File: config.mk
export PLATFORM = sky130hd
export DESIGN_NAME = aes_inv_subbytes
export DESIGN_NICKNAME = d
export VERILOG_FILES = /design/src/rtl/aes_inv_subbytes.sv
export SDC_FILE = /design/constraint.sdc
export NUM_CORES = 1
export LEC_CHECK = 0
export ABC_AREA = 1
export ABC_CLOCK_PERIOD_IN_PS = 3250
export CAP_MARGIN = 20
export CELL_PAD_IN_SITES_DETAIL_PLACEMENT = 0
export CELL_PAD_IN_SITES_GLOBAL_PLACEMENT = 1
export CORE_ASPECT_RATIO = 1.75
export CORE_MARGIN = 8
export CORE_UTILIZATION = 40
export CTS_BUF_LIST = sky130_fd_sc_hd__clkbuf_2
export CTS_CLUSTER_DIAMETER = 50
export DETAILED_ROUTE_END_ITERATION = 12
export PLACE_DENSITY_LB_ADDON = 0.1
export SLEW_MARGIN = 20
export SYNTH_ARGS = -nofsm -noshare
export SYNTH_HDL_FRONTEND = slang
export SYNTH_SLANG_ARGS = --single-unit
File: constraint.sdc
create_clock -name clk -period 3.25 [get_ports clk]
set_input_delay 0.65 -clock clk [delete_from_list [all_inputs] [get_ports clk]]
set_output_delay 0.65 -clock clk [all_outputs]
set_load 0.1 [all_outputs]
File: src/rtl/aes_inv_subbytes.sv
// Iterative AES InvSubBytes over a 128-bit state: BYTES_PER_CYCLE inverse S-box
// lookups per cycle, valid/ready on both sides, one state in flight at a time.
module aes_inv_subbytes #(
    parameter int BYTES_PER_CYCLE = 4
) (
    input  logic         clk,
    input  logic         rst_n,
    input  logic         in_valid,
    output logic         in_ready,
    input  logic [127:0] dataIn,
    output logic         out_valid,
    input  logic         out_ready,
    output logic [127:0] dataOut,
    output logic         busy
);
    localparam int N  = 16 / BYTES_PER_CYCLE;
    localparam int CW = (N > 1) ? $clog2(N) : 1;
    localparam logic [CW-1:0] LAST = CW'(N - 1);

    // FIPS-197 inverse S-box, entry 0x00 in the most significant byte.
    localparam logic [2047:0] INV_SBOX = {
        128'h52096ad53036a538bf40a39e81f3d7fb,
        128'h7ce339829b2fff87348e4344c4dee9cb,
        128'h547b9432a6c2233dee4c950b42fac34e,
        128'h082ea16628d924b2765ba2496d8bd125,
        128'h72f8f66486689816d4a45ccc5d65b692,
        128'h6c704850fdedb9da5e154657a78d9d84,
        128'h90d8ab008cbcd30af7e45805b8b34506,
        128'hd02c1e8fca3f0f02c1afbd0301138a6b,
        128'h3a9111414f67dcea97f2cfcef0b4e673,
        128'h96ac7422e7ad3585e2f937e81c75df6e,
        128'h47f11a711d29c5896fb7620eaa18be1b,
        128'hfc563e4bc6d279209adbc0fe78cd5af4,
        128'h1fdda8338807c731b11210592780ec5f,
        128'h60517fa919b54a0d2de57a9f93c99cef,
        128'ha0e03b4dae2af5b0c8ebbb3c83539961,
        128'h172b047eba77d626e169146355210c7d
    };

    if (!(BYTES_PER_CYCLE == 4 || BYTES_PER_CYCLE == 8 || BYTES_PER_CYCLE == 16)) begin : g_bad_bpc
        $error("aes_inv_subbytes: BYTES_PER_CYCLE must be 4, 8 or 16");
    end

    typedef enum logic [1:0] {IDLE, SUB, HOLD} state_t;

    state_t         state;
    logic [127:0]   work;
    logic [127:0]   work_next;
    logic [CW-1:0]  cnt;

    function automatic logic [7:0] inv_sbox(input logic [7:0] x);
        return INV_SBOX[11'd2047 - {x, 3'b000} -: 8];
    endfunction

    always_comb begin
        // NOTE: default to the held state first; unselected bytes pass through and no latch is inferred.
        work_next = work;
        for (int j = 0; j < BYTES_PER_CYCLE; j++) begin
            work_next[(int'(cnt) * BYTES_PER_CYCLE + j) * 8 +: 8] =
                inv_sbox(work[(int'(cnt) * BYTES_PER_CYCLE + j) * 8 +: 8]);
        end
    end

    // NOTE: all state uses non-blocking assignments so every register sees pre-edge values.
    always_ff @(posedge clk) begin
        if (!rst_n) begin
            state     <= IDLE;
            work      <= '0;
            cnt       <= '0;
            out_valid <= 1'b0;
            dataOut   <= '0;
        end else begin
            case (state)
                IDLE: begin
                    if (in_valid) begin
                        work  <= dataIn;
                        cnt   <= '0;
                        state <= SUB;
                    end
                end
                SUB: begin
                    work <= work_next;
                    if (cnt == LAST) begin
                        dataOut   <= work_next;
                        out_valid <= 1'b1;
                        state     <= HOLD;
                    end else begin
                        cnt <= cnt + 1'b1;
                    end
                end
                HOLD: begin
                    if (out_ready) begin
                        out_valid <= 1'b0;
                        state     <= IDLE;
                    end
                end
                default: state <= IDLE;
            endcase
        end
    end

    assign in_ready = (state == IDLE);
    assign busy     = (state != IDLE);

endmodule

==> results of run 1 <==
-- routing by layer --
metal	GRT overflow	GRT usage (%)
met5	0	0.9097
met3	0	22.27
met1	0	48.85
met2	8	78.90
met4	7	51.78
-- logic make-up after synthesis --
logic type	after synthesis	share of synthesized area, %
fa+ha+maj	65	3.213
flops	261	20.64
compound gates	579	12.63
buf+inv	657	11.37
simple gates	3031	52.14
-- stage by stage --
stage               hold slack, ns  cells  setup TNS (ns)  cell area [sq um]  utilization (%)
floorplan                   0.4532   4593               0              25310                -
global placement            0.4557   6143          -28.64              33840            53.81
detailed placement          0.4603   6143          -28.28              33840            53.81
CTS                        0.07184   6263         -0.1237              35050            55.73
-- timing repair --
item / in CTS
endpoints found under the setup margin: 219
setup buffers: 7
pin swaps: 21
resized for setup: 142
==> impl_metrics.xml, run 1 <==
<?xml version="1.0" encoding="UTF-8"?>
<metrics>
  <group name="outcome">
    <metric name="tool.error" unit="">[ERROR GRT-0116] Global routing finished with congestion. Check the congestion regions in the DRC Viewer.</metric>
    <metric name="run_status" unit="">did not finish</metric>
    <metric name="flow.stopped_at" unit="">global routing</metric>
  </group>
  <group name="synth">
    <metric name="yosys_warnings" unit="">0</metric>
    <metric name="mapped_area" unit="sq um">25310</metric>
    <metric name="synth.ff_latch_count" unit="">261</metric>
    <metric name="syn_inst" unit="">4593</metric>
    <metric name="synth_edf_count" unit="">0</metric>
    <metric name="seq_area_frac_synth" unit="%">20.64</metric>
    <metric name="syn_nets" unit="">4790</metric>
    <metric name="yosys.area.top_type" unit="">dfxtp_1</metric>
    <metric name="synth.cells.most_frequent" unit="">1,218 x nand2_1, 993 x nand3_1, 605 x nor2_1</metric>
    <metric name="synthDistinctLibCells" unit="">35</metric>
    <metric name="synth.most_common_cell" unit="">nand2_1</metric>
    <metric name="synth_flop_cell" unit="">dfxtp_1</metric>
    <metric name="asyncSetResetFlopFracSynth" unit="%">0</metric>
    <metric name="synth.avg_cell_area" unit="sq um">5.511</metric>
    <metric name="synthTopCellsByArea" unit="">dfxtp_1 21%, nand3_1 20%, nand2_1 18%, nor2_1 9.0%, a21oi_1 6.3%</metric>
    <metric name="synth.top_cell.area_share" unit="%">20.64</metric>
  </group>
  <group name="clock_tree">
    <metric name="cts_root_buffer" unit="">clkbuf_2</metric>
    <metric name="cts_hold_repair.buffers" unit="">0</metric>
    <metric name="htree_num_levels" unit="">3</metric>
    <metric name="clk_path_buf_depth" unit="">3</metric>
    <metric name="cts_buffers" unit="">68</metric>
    <metric name="numClockSinks" unit="">261</metric>
  </group>
  <group name="global_route">
    <metric name="grt_overflow" unit="">15</metric>
    <metric name="grt_pass1_wl" unit="microns">271900</metric>
    <metric name="grt_max_degree" unit="">120</metric>
    <metric name="track_usage" unit="%">51.00</metric>
    <metric name="grt_pass1_vias" unit="">39665</metric>
  </group>
  <group name="floorplan">
    <metric name="ios" unit="">263</metric>
    <metric name="floorplan.initialDensity" unit="%">40.25</metric>
    <metric name="dieHeight" unit="microns">348.8</metric>
    <metric name="fp-row-count" unit="">122</metric>
    <metric name="die_width" unit="microns">206.2</metric>
  </group>
  <group name="place">
    <metric name="dp_hpwl" unit="microns">132500</metric>
    <metric name="routabilityCongestion" unit="">1.191</metric>
    <metric name="numPortBuffers" unit="">262</metric>
    <metric name="pre_cts_slack" unit="ns">-0.3212</metric>
  </group>
</metrics>
==> inputs of run 2 (changes only) <==
Settings changed: CELL_PAD_IN_SITES_DETAIL_PLACEMENT 0 to not set, CELL_PAD_IN_SITES_GLOBAL_PLACEMENT 1 to not set, CORE_ASPECT_RATIO 1.75 to not set, CORE_UTILIZATION 40 to 30, CTS_BUF_LIST sky130_fd_sc_hd__clkbuf_2 to not set, CTS_CLUSTER_DIAMETER 50 to not set, PLACE_DENSITY_LB_ADDON 0.1 to 0.15.
==> run 2 against run 1 <==
  * The flow now finishes without violations
  * Synthesized area did not move
  * Synthesized cell count is the same
==> impl_metrics.xml, run 2 <==
<?xml version="1.0" encoding="UTF-8"?>
<metrics>
  <group name="critical_path">
    <metric name="reg2reg_to" unit="">dataOut[84]</metric>
    <metric name="timing.critical_path.fanout_max" unit="">8</metric>
    <metric name="critPathTopFamily" unit="">simple AND/OR/NAND/NOR gates</metric>
    <metric name="endpoint_kind" unit="">flip-flop</metric>
    <metric name="worstPathArrival" unit="ns">3.62</metric>
    <metric name="cpMostUsedCell" unit="">nand2_1</metric>
    <metric name="worst_r2r_startpoint" unit="">cnt[0]</metric>
    <metric name="path_cells" unit="">buf_12, buf_12, nand2_1, nand3_2, nand2_8, inv_6, ha_2, nor2_2, inv_2, nand2_1, nand2_1, buf_4, o211ai_1, nand2_1, nand3_1, nand3_1, buf_4, nand4_1, nand2_2, o21ai_1, inv_1</metric>
    <metric name="max_stage_delay" unit="ns">0.40</metric>
    <metric name="critical_path.startpoint" unit="">cnt[0]</metric>
    <metric name="worstSetupStartpointType" unit="">flip-flop</metric>
    <metric name="r2r_slack" unit="ns">0.06</metric>
    <metric name="critPathRequiredTime" unit="ns">3.68</metric>
    <metric name="timing.critical_path.depth" unit="">21</metric>
    <metric name="critical_path_buf_inv_count" unit="">7</metric>
    <metric name="worstSetupEndpoint" unit="">dataOut[84]</metric>
    <metric name="timing.critical_path.slowest_stage_cell" unit="">dfxtp_4</metric>
    <metric name="reg2reg_depth" unit="">21</metric>
    <metric name="kind_of_critical_path" unit="">flip-flop to flip-flop</metric>
  </group>
  <group name="place">
    <metric name="pre_cts_slack" unit="ns">-0.1996</metric>
    <metric name="routabilityCongestion" unit="">1.008</metric>
    <metric name="numPortBuffers" unit="">262</metric>
    <metric name="dp_hpwl" unit="microns">128900</metric>
  </group>
  <group name="route">
    <metric name="wl_per_cell" unit="microns">25.69</metric>
    <metric name="avgViaCountPerCell" unit="">5.591</metric>
    <metric name="dr_iter_0_viols" unit="">4440</metric>
    <metric name="drtPass1Iterations" unit="">7</metric>
    <metric name="routed_wirelength" unit="microns">166100</metric>
    <metric name="post-route-drc-count" unit="">0</metric>
    <metric name="antenna_violating_nets_post_route" unit="">0</metric>
    <metric name="vias" unit="">36148</metric>
  </group>
  <group name="finish">
    <metric name="mostFrequentLayoutCell" unit="">nand2_1</metric>
    <metric name="fin_nets" unit="">5555</metric>
    <metric name="reg_top3" unit="">dataOut: 128 flops, work: 128 flops</metric>
    <metric name="post_route_cells_drive_above_1_share" unit="%">25.95</metric>
    <metric name="layout_common_cells" unit="">1,122 x nand2_1, 887 x nand3_1, 826 x buf_4</metric>
    <metric name="area_growth" unit="%">45.58</metric>
  </group>
  <group name="clock_tree">
    <metric name="clk_path_buf_depth" unit="">3</metric>
    <metric name="cts_hold_repair.buffers" unit="">0</metric>
    <metric name="htree_num_levels" unit="">2</metric>
    <metric name="worst_setup_hold_path_clk_slew" unit="ns">0.06</metric>
    <metric name="cts_buffers" unit="">34</metric>
    <metric name="clock_tree_from_tritoncts" unit="">built</metric>
    <metric name="cts_root_buffer" unit="">clkbuf_16</metric>
    <metric name="clk-insertion-delay-late" unit="ns">0.57</metric>
    <metric name="numClockSinks" unit="">261</metric>
  </group>
  <group name="floorplan">
    <metric name="fp-row-count" unit="">106</metric>
    <metric name="floorplan.initialDensity" unit="%">30.29</metric>
    <metric name="core" unit="sq um">83560</metric>
    <metric name="fp.dieArea" unit="sq um">93930</metric>
    <metric name="dieHeight" unit="microns">306.5</metric>
    <metric name="ios" unit="">263</metric>
    <metric name="die_width" unit="microns">306.5</metric>
  </group>
  <group name="synth">
    <metric name="synthDistinctLibCells" unit="">35</metric>
    <metric name="synth_flop_cell" unit="">dfxtp_1</metric>
    <metric name="synth.avg_cell_area" unit="sq um">5.511</metric>
    <metric name="synth.cells.most_frequent" unit="">1,218 x nand2_1, 993 x nand3_1, 605 x nor2_1</metric>
    <metric name="synth.ff_latch_count" unit="">261</metric>
    <metric name="syn_nets" unit="">4790</metric>
    <metric name="synth_edf_count" unit="">0</metric>
    <metric name="asyncSetResetFlopFracSynth" unit="%">0</metric>
    <metric name="synthTopCellsByArea" unit="">dfxtp_1 21%, nand3_1 20%, nand2_1 18%, nor2_1 9.0%, a21oi_1 6.3%</metric>
    <metric name="yosys.area.top_type" unit="">dfxtp_1</metric>
    <metric name="syn_inst" unit="">4593</metric>
    <metric name="synth.most_common_cell" unit="">nand2_1</metric>
    <metric name="synth.top_cell.area_share" unit="%">20.64</metric>
    <metric name="seq_area_frac_synth" unit="%">20.64</metric>
    <metric name="mapped_area" unit="sq um">25310</metric>
    <metric name="yosys_warnings" unit="">0</metric>
  </group>
  <group name="global_route">
    <metric name="grt_overflow" unit="">0</metric>
    <metric name="grt_pass1_wl" unit="microns">235800</metric>
    <metric name="grt_pass1_vias" unit="">33490</metric>
    <metric name="track_usage" unit="%">33.06</metric>
    <metric name="grt_max_degree" unit="">88</metric>
    <metric name="antenna_found_initial" unit="">4</metric>
  </group>
  <group name="sta">
    <metric name="timing.slew.headroom" unit="%">53.26</metric>
    <metric name="min_period" unit="ns">3.194</metric>
    <metric name="final-setup-viol-count" unit="">0</metric>
    <metric name="final_max_slew_viol_count" unit="">0</metric>
    <metric name="tightestPinTransition" unit="ns">0.6985</metric>
    <metric name="finalClockSkew" unit="ns">0.04511</metric>
    <metric name="finalWorstSetupSlack" unit="ns">0.05606</metric>
    <metric name="unrepaired_setup_endpoints_after_global_routing" unit="">true</metric>
    <metric name="hold-worst-slack" unit="ns">0.4697</metric>
    <metric name="min_period_over_period" unit="%">98.28</metric>
    <metric name="max_freq" unit="MHz">313.1</metric>
    <metric name="final-hold-violation-count" unit="">0</metric>
  </group>
  <group name="power_and_ir_drop">
    <metric name="power.static_leakage" unit="uW">0.01775</metric>
    <metric name="vdd.ir_drop.worst" unit="mV">0.3555</metric>
    <metric name="power-per-cell-area" unit="nW/um^2">665.7</metric>
  </group>
  <group name="outcome">
    <metric name="run_status" unit="">finished, final reports clean</metric>
  </group>
  <group name="run">
    <metric name="cap_viol_max_count" unit="">0</metric>
  </group>
  <group name="hold_path">
    <metric name="holdCritPathClass" unit="">flip-flop to flip-flop</metric>
  </group>
</metrics>
run 2: area by class of cell:
cell class                 instances  area [sq um]
antenna                            2         5.005
fill                            9233         46700
clock buffer                      48          1005
multi-input combinational       3675         18530
inverter                         333          1316
clock inverter                    13         148.9
tap                             1080          1351
sequential                       261          5235
timing repair buffer            1053          9261
run 2: worst min path at each step:
stage                              end  slack, ns  cells past startpoint    startpoint
final                     dataOut[110]       0.47                      2  dataOut[110]
after global routing      dataOut[105]       0.49                      2  dataOut[105]
after CTS                 dataOut[105]       0.48                      2  dataOut[105]
after detailed placement  dataOut[105]       0.46                      2  dataOut[105]
after global placement    dataOut[116]       0.46                      2  dataOut[116]
after floorplan                work[6]       0.45                      2       work[6]
run 2: what timing repair did:
| item | CTS | global route |
|---|---|---|
| gates cloned | 0 | 8 |
| endpoints found under the setup margin | 179 | 241 |
| pin swaps | 6 | 58 |
| gates resized for setup | 75 | 340 |
| setup buffers | 0 | 20 |
run 2: per-stage QoR:
stage                     instance area, sq um  utilization (%)  std cells   TNS, ns  total power (uW)
after floorplan                          25310                -       4593         0             11210
after global placement                   33840            40.49       6374    -13.66             19210
after detailed placement                 33840            40.49       6374    -11.59             18900
after CTS                                35260            42.20       6435  -0.01390             23120
after global routing                     36850            44.10       6463   -0.7878             25630
final                                    36850            44.10       6465         0             24530
run 2: worst reg2reg max path, stage by stage, from the launching register on:
cell and delay (ns):
dfxtp_4 0.40, buf_12 0.16, buf_12 0.13, nand2_1 0.07, nand3_2 0.12, nand2_8 0.16, inv_6 0.07, ha_2 0.20
nor2_2 0.14, inv_2 0.08, nand2_1 0.09, nand2_1 0.07, buf_4 0.17, o211ai_1 0.25, nand2_1 0.09, nand3_1 0.11
nand3_1 0.13, buf_4 0.21, nand4_1 0.16, nand2_2 0.08, o21ai_1 0.13, inv_1 0.05
run 2: cell families (layout without fill, tap and decap cells):
kind of cell | Yosys count | after routing | share of synthesized area (%)
compound gates | 579 | 579 | 12.63
simple gates | 3031 | 3031 | 52.14
fa+ha+maj | 65 | 65 | 3.213
buf+inv | 657 | 1447 | 11.37
flops | 261 | 261 | 20.64
other cells | 0 | 2 | 0
run 2: routing by layer:
layer | track usage (%) | share of wire (%) | vias up
met5 | 0 | 0.017 | -
met1 | 48.76 | 45 | 16966
li1 | - | - | 16734
met4 | 10.97 | 4.1 | 4
met2 | 47.57 | 40 | 2091
met3 | 6.182 | 10 | 353
run 2: power by group:
group	switching (uW)	internal, uW
clock network	1670	2330
logic	10700	6260
registers	199	3390
total	12600	12000
Power figures use the tool's default switching activity.
